### src/rtl/neuron_mac.sv
`default_nettype none
// ----------------------------------------------------------------------------
// neuron_mac : sequential sign-magnitude multiply-accumulate neuron
//              (bias + N_INPUTS products -> 33-bit saturated sign-magnitude)
// Revision   : 1.0 - initial release
// ----------------------------------------------------------------------------
module neuron_mac #(
  parameter int N_INPUTS = 2,
  parameter int DATA_W   = 16
) (
  input  logic              clk,
  input  logic              rst_n,
  input  logic              start,
  input  logic [DATA_W:0]   bias,
  input  logic              in_valid,
  output logic              in_ready,
  input  logic [DATA_W:0]   x_in,
  input  logic [DATA_W:0]   w_in,
  output logic              out_valid,
  input  logic              out_ready,
  output logic [2*DATA_W:0] out_sum,
  output logic              busy
);

  localparam int         ACC_W    = 2*DATA_W + 9;
  localparam int         PROD_W   = 2*DATA_W;
  localparam logic [7:0] LAST_CNT = 8'(N_INPUTS - 1);

  typedef enum logic [1:0] {
    IDLE  = 2'd0,
    ACCUM = 2'd1,
    HOLD  = 2'd2
  } state_t;

  state_t               state_q;
  logic [ACC_W-1:0]     acc_q;
  logic [7:0]           cnt_q;
  logic                 in_ready_q;
  logic                 out_valid_q;
  logic [2*DATA_W:0]    out_sum_q;
  logic                 busy_q;

  logic                 w_beat;
  logic [PROD_W-1:0]    w_prod_mag;
  logic [ACC_W-1:0]     w_prod_ext;
  logic [ACC_W-1:0]     w_prod_signed;
  logic [ACC_W-1:0]     w_bias_ext;
  logic [ACC_W-1:0]     w_bias_signed;
  logic [ACC_W-1:0]     w_acc_d;
  logic                 w_acc_neg;
  logic [ACC_W-1:0]     w_acc_abs;
  logic                 w_sat;
  logic [2*DATA_W:0]    w_sum_d;

  assign w_beat        = in_valid & in_ready_q;
  assign w_prod_mag    = {{DATA_W{1'b0}}, x_in[DATA_W-1:0]} * {{DATA_W{1'b0}}, w_in[DATA_W-1:0]};
  assign w_prod_ext    = {{(ACC_W-PROD_W){1'b0}}, w_prod_mag};
  assign w_prod_signed = (x_in[DATA_W] ^ w_in[DATA_W]) ? -w_prod_ext : w_prod_ext;
  assign w_bias_ext    = {{(ACC_W-DATA_W){1'b0}}, bias[DATA_W-1:0]};
  assign w_bias_signed = bias[DATA_W] ? -w_bias_ext : w_bias_ext;
  assign w_acc_d       = acc_q + w_prod_signed;

  // A negative accumulator is never zero, so -0 cannot reach the output.
  assign w_acc_neg = w_acc_d[ACC_W-1];
  assign w_acc_abs = w_acc_neg ? -w_acc_d : w_acc_d;
  assign w_sat     = |w_acc_abs[ACC_W-1:PROD_W];
  assign w_sum_d   = {w_acc_neg, w_sat ? {PROD_W{1'b1}} : w_acc_abs[PROD_W-1:0]};

  always_ff @(posedge clk or negedge rst_n) begin
    if (!rst_n) begin
      state_q     <= IDLE;
      acc_q       <= '0;
      cnt_q       <= '0;
      in_ready_q  <= 1'b0;
      out_valid_q <= 1'b0;
      out_sum_q   <= '0;
      busy_q      <= 1'b0;
    end else begin
      unique case (state_q)
        IDLE: begin
          if (start) begin
            acc_q      <= w_bias_signed;
            cnt_q      <= '0;
            in_ready_q <= 1'b1;
            busy_q     <= 1'b1;
            state_q    <= ACCUM;
          end
        end
        ACCUM: begin
          if (w_beat) begin
            acc_q <= w_acc_d;
            cnt_q <= cnt_q + 8'd1;
            if (cnt_q == LAST_CNT) begin
              in_ready_q  <= 1'b0;
              out_valid_q <= 1'b1;
              out_sum_q   <= w_sum_d;
              state_q     <= HOLD;
            end
          end
        end
        HOLD: begin
          if (out_ready) begin
            out_valid_q <= 1'b0;
            busy_q      <= 1'b0;
            state_q     <= IDLE;
          end
        end
        default: begin
          state_q <= IDLE;
        end
      endcase
    end
  end

  assign in_ready  = in_ready_q;
  assign out_valid = out_valid_q;
  assign out_sum   = out_sum_q;
  assign busy      = busy_q;

endmodule
`default_nettype wire

### config.mk
export PLATFORM = sky130hd
export DESIGN_NAME = neuron_mac
export DESIGN_NICKNAME = d
export VERILOG_FILES = /design/src/rtl/neuron_mac.sv
export SDC_FILE = /design/constraint.sdc
export NUM_CORES = 1
export LEC_CHECK = 0
export BUFFER_PORTS_ARGS = -buffer_cell sky130_fd_sc_hd__buf_2
export CORE_AREA = 2 2 201 203
export DETAILED_ROUTE_END_ITERATION = 8
export DIE_AREA = 0 0 203 205
export PLACE_DENSITY = 0.74
export SYNTH_ARGS = -nofsm -noshare
export SYNTH_HDL_FRONTEND = slang
export SYNTH_SLANG_ARGS = --single-unit
### constraint.sdc
create_clock -name clk -period 4.9 [get_ports clk]
set_clock_uncertainty 0.1 [all_clocks]
set_input_delay 0.49 -clock clk [delete_from_list [all_inputs] [get_ports clk]]
set_output_delay 0.49 -clock clk [all_outputs]
set_load 0.01 [all_outputs]
======== Word level (Yosys, flattened, before mapping) ========
Index checks and enable logic that the tools add are counted.
storage, ports and cells
  flip-flop bits (word level) ............. 87
  latch bits .............................. 0
  bits in writable memories ............... 0
  ROM bits ................................ 0
  output and inout bits ................... 36
  memories ................................ 0
operators by class
  $add $sub $neg .......................... 5
  multiply operators ...................... 1
  divide/modulo/power cells ............... 0
  $lt $le $gt $ge ......................... 0
  equality and inequality tests ........... 7
  shift-type cells ........................ 0
  muxes and demuxes ....................... 24
  bitwise gates (word level) .............. 2
  reduce and logical (&&, ||, !) cells .... 11
operators with widths
  operator                                                               number
  41-bit two-way mux                                                     5
  41-bit one-hot mux with 2 select lines                                 1
  41-bit adder                                                           1
  16-bit negation with 41-bit output                                     1
  32-bit negation with 41-bit output                                     1
  41-bit negation                                                        1
  16-bit by 16-bit multiplier with 32-bit output                         1
  32-bit two-way mux                                                     1
  8-bit two-way mux                                                      2
  8-bit one-hot mux with 2 select lines                                  1
  4-bit AND reduction                                                    3
  3-bit AND reduction                                                    3
  9-bit OR reduction                                                     1
  8-bit by 1-bit adder with 8-bit output, second input constant          1
  8-bit by 1-bit equality test with 1-bit output, second input constant  1
  2-bit two-way mux                                                      4
  2-bit != test, second input constant                                   4
  1-bit two-way mux                                                      6
  1-bit one-hot mux with 2 select lines                                  3
  2-bit one-hot mux with 3 select lines                                  1
  2-bit nonzero test                                                     3
  2-bit by 1-bit equality test with 1-bit output, second input constant  1
  2-bit equality test, second input constant                             1
  2-bit zero test                                                        1
  other kinds (2)                                                        2

======== Logic depth before layout (Yosys ltp) ========
  depth in word-level cells ............... 8
  mapped depth ............................ 44

======== Least setup slack after synthesis ========
OpenSTA, ideal clock, no wires.
  path type ............................... input -> register
  from .................................... input port w_in[12]
  to ...................................... register out_sum_q[29] (netlist: out_sum[29])
  library setup time ...................... 0.122 ns
  data arrival time ....................... 10.284 ns
  required time ........................... 4.678 ns
  path slack .............................. -5.607 ns
  stages on the path ...................... 38
  path buffers ............................ 4
  path through ............................ clkbuf_1 nand2_1 fa_1 inv_1 fa_1 fa_1 fa_1 fa_1 inv_1 fa_1 inv_1 ha_1 clkbuf_1 nand2_1 nor2_1 a21o_1 a21oi_2 o21bai_1 (+2 left out) nor4b_1 nor2_1 xnor2_1 ha_1 clkbuf_1 and4_1 nand4_1 a2111oi_4 o2111a_1 nor3_1 or4b_1 nor4b_1 a21boi_0 a2111oi_0 mux2i_1 a2111oi_4 buf_6 a21oi_2
on the way
  cells in the longest elaborated chain, start to end .. 8
RTL lines
  what                                                RTL line  RTL
  start: declaration                                  18        input logic [DATA_W:0] w_in,
  16-bit by 16-bit multiplier with 32-bit output (*)  56        assign w_prod_mag = {{DATA_W{1'b0}}, x_in[DATA_W-1:0]} * {{DATA_W{1'b0}}, w_in[DATA_W-1:0]};
  32-bit negation with 41-bit output                  58        assign w_prod_signed = (x_in[DATA_W] ^ w_in[DATA_W]) ? -w_prod_ext : w_prod_ext;
  41-bit two-way mux (*)                              58
  41-bit adder (*)                                    61        assign w_acc_d = acc_q + w_prod_signed;
  41-bit negation                                     65        assign w_acc_abs = w_acc_neg ? -w_acc_d : w_acc_d;
  41-bit two-way mux (*)                              65
  9-bit OR reduction                                  66        assign w_sat = |w_acc_abs[ACC_W-1:PROD_W];
  32-bit two-way mux (*)                              67        assign w_sum_d = {w_acc_neg, w_sat ? {PROD_W{1'b1}} : w_acc_abs[PROD_W-1:0]};
  end signal: assignment                              96        out_sum_q <= w_sum_d;
  end: declaration                                    40        logic [2*DATA_W:0] out_sum_q;
Mark *: on every way between the ends. The rest lies on a longest branch, timed or not.
A chain may end at the register's enable or synchronous reset.

======== Worst setup path in the final report ========
  from .................................... input port w_in[4]
  to ...................................... register out_sum_q[6] (netlist: out_sum[6])
Same word-level chain as after synthesis.

==> flow_summary_export.csv <==
group,metric,value,unit
outcome,status,"finished, violations left",
outcome,violations,"setup timing",
critical_path,cp-start-kind,"input pin",
sta,finalHoldViolCount,0,
synthesis,post-synth-top-area-fraction,22.2,%
floorplanning,io_pins,92,
final_layout,syn_to_final_growth,53.7,%
clock_tree,cts_tree,"done",
critical_path,endpoint_kind,"flop",
final_layout,n_antenna_cell,0,
critical_path,crit_arrival,10390,ps
grt,grt_first_pass_wirelength,101000,um
sta,min_period,10270,ps
critical_path,critPathRequiredTime,5020,ps
grt,grt_overflow_total,0,
clock_tree,cts_buffer_depth,2,
critical_path,critPathMaxStageDelay,550,ps
place,numPortBuffers,91,
synthesis,synth_cells,2153,
critical_path,crit_type,"in2reg",
route,drt_pass1_iterations,8,
grt,grt_max_degree,51,
route,drcViolationCount,0,
synthesis,synthTopCellsByCount,"inv_1, nand2_1, fa_1",
critical_path,reg2reg_slack,-200,ps
grt,antenna_found_initial,0,
critical_path,crit_family,"adder cells",
synthesis,synth.distinct_cells,90,
clock_tree,clock_latency,350,ps
clock_tree,clk_pin_slew,70,ps
clock_tree,cts_root_buf,"clkbuf_16",
route,initialDrtViolationCount,1636,
clock_tree,cts_buffers,9,
floorplanning,die_area,41600,um^2
route,via_count,19414,
route,antenna_left,0,
sta,maxSlewViolCount,0,
floorplanning,core-area,39400,um^2
synthesis,synth.top_cells.by_area,"fa_1, dfrtp_1, ha_1, inv_1, nand2_1",
critical_path,ff2ff_path_depth,19,
synthesis,syn_avg_cell_area,8.16,um^2
route,vias_per_cell,5.82,
clock_tree,htreeDepth,3,
floorplanning,die_h,205,um
place,dp_hpwl,47600,um
critical_path,critPathMaxFanout,8,
synthesis,syn_area,17600,um^2
run,drv_cap,0,
sta,holdWs,62.8,ps
route,post_drt_wl_per_cell,19.8,um
critical_path,crit_path_top_delay_cell,"fa_1",
critical_path,cp_num_buf_inv,14,
floorplanning,die_w,203,um
sta,fin_ws,-5370,ps
clock_tree,clock_sinks,87,
sta,worst_pin_slew,741,ps
sta,fmax,97.4,MHz
synthesis,ys_warn_count,0,
synthesis,ys.flop_type,"dfrtp_1",
grt,grt_usage,30.1,%
sta,timing.final.crit_share,209,%
critical_path,r2r-end,"out_sum[6]",
synthesis,ys_ff_latch,87,
synthesis,synthArstFlopShare,100,%
floorplanning,row_count,73,
critical_path,cp_common_cell,"fa_1",
floorplanning,start_util,44.7,%
sta,rsz0062_at_grt,"true",
critical_path,reg2reg_from,"acc_q[0]",
final_layout,nets,3211,
grt,grt_pass1_vias,19591,
synthesis,synth_top_cell_by_area,"fa_1",
route,wl,66200,um
place,gp_congestion,0.970,
sta,finalSetupViolCount,68,
synthesis,ys_seq_area_share,12.4,%
synthesis,synth_nets,2556,
sta,max-slew-margin-rel,50.5,%
final_layout,drive_gt1_share,44.8,%
hold_path,hold_class,"in2async",
synthesis,synth_edf_count,0,
-- registers in the layout, summed over array words and instances, names as in the netlist --
name / flops
acc_q: 41
out_sum: 33
cnt_q: 8
state_q: 2
busy: 1
in_ready: 1
out_valid: 1
-- final cells by class --
| cell class | count | area (um^2) |
|---|---|---|
| fill | 2684 | 12300 |
| clock inverter | 7 | 77.6 |
| clock buffer | 9 | 225 |
| sequential | 87 | 2180 |
| inverter | 260 | 976 |
| multi-input combinational | 1715 | 16900 |
| tap | 525 | 657 |
| timing repair buffer | 735 | 5980 |
-- repair_timing --
item	CTS	global route
endpoints found under the setup margin	69	69
buffers inserted	91	51
cloned	5	0
resized for setup	354	219
hold buffers	0	0
pin swaps	187	156
-- cells by family (layout without fill, tap and decap cells) --
logic type	after synthesis	count (layout)	synth area share, %
AO/OA/AOI/OAI	466	466	18.5
XOR/XNOR	123	123	6.13
adder cells (fa/ha/maj)	347	347	33.0
buffers and inverters	351	1011	7.74
flip-flops	87	87	12.4
multiplexers	10	10	0.584
AND/OR/NAND/NOR	769	769	21.6
-- routing by layer --
metal	routed length (um)	track usage [%]
met3	4700	3.56
met1	26500	39.1
met2	32200	52.4
met5	0	0
met4	2800	9.57
-- placed cells by master, fill, tap and decap left out, types with 20 or more instances in the layout --
| master | netlist | layout |
|---|---|---|
| and2_4 | 0 | 29 |
| inv_2 | 0 | 31 |
| xor2_1 | 52 | 40 |
| fa_1 | 195 | 182 |
| o21ai_2 | 2 | 28 |
| buf_4 | 0 | 530 |
| nand4_1 | 20 | 20 |
| xnor2_1 | 71 | 45 |
| a21oi_4 | 1 | 23 |
| a21oi_1 | 124 | 66 |
| inv_1 | 260 | 229 |
| nor2_1 | 161 | 128 |
| and2_1 | 134 | 104 |
| xnor2_2 | 0 | 20 |
| a21o_1 | 24 | 22 |
| a21oi_2 | 33 | 69 |
| nand3_1 | 31 | 26 |
| dfrtp_1 | 87 | 87 |
| nand2_1 | 260 | 223 |
| o21ai_0 | 78 | 35 |
| buf_6 | 4 | 114 |
| nand2_2 | 0 | 25 |
| ha_1 | 152 | 107 |
| buf_2 | 10 | 72 |
| ha_4 | 0 | 36 |
-- metrics by stage --
step / cell area [um^2] / util, % / instances / worst slack, ps / TNS, ps
3_3_place_gp: 23000 / 58.5 / 3188 / -5550 / -297810
2_1_floorplan: 18600 / - / 2153 / -5030 / -252060
3_5_place_dp: 23000 / 58.5 / 3188 / -5720 / -306430
6_report: 27000 / 68.6 / 3338 / -5370 / -279040
5_1_grt: 27000 / 68.6 / 3338 / -5660 / -297310
4_1_cts: 25700 / 65.2 / 3290 / -5080 / -264310
-- worst max path at each step --
stage                     cells after the start  startpoint  slack (ps)     endpoint
final                                        45     w_in[4]       -5370   out_sum[6]
after global routing                         45     w_in[4]       -5660   out_sum[6]
after CTS                                    40     w_in[5]       -5080   out_sum[6]
after detailed placement                     42     w_in[6]       -5720   out_sum[0]
after global placement                       40     x_in[5]       -5550   out_sum[0]
after floorplan                              38     w_in[4]       -5030  out_sum[21]
Power is left out: the tool's default activity adds up to more than one toggle a clock period on the data nets, which glitch-free logic cannot reach.
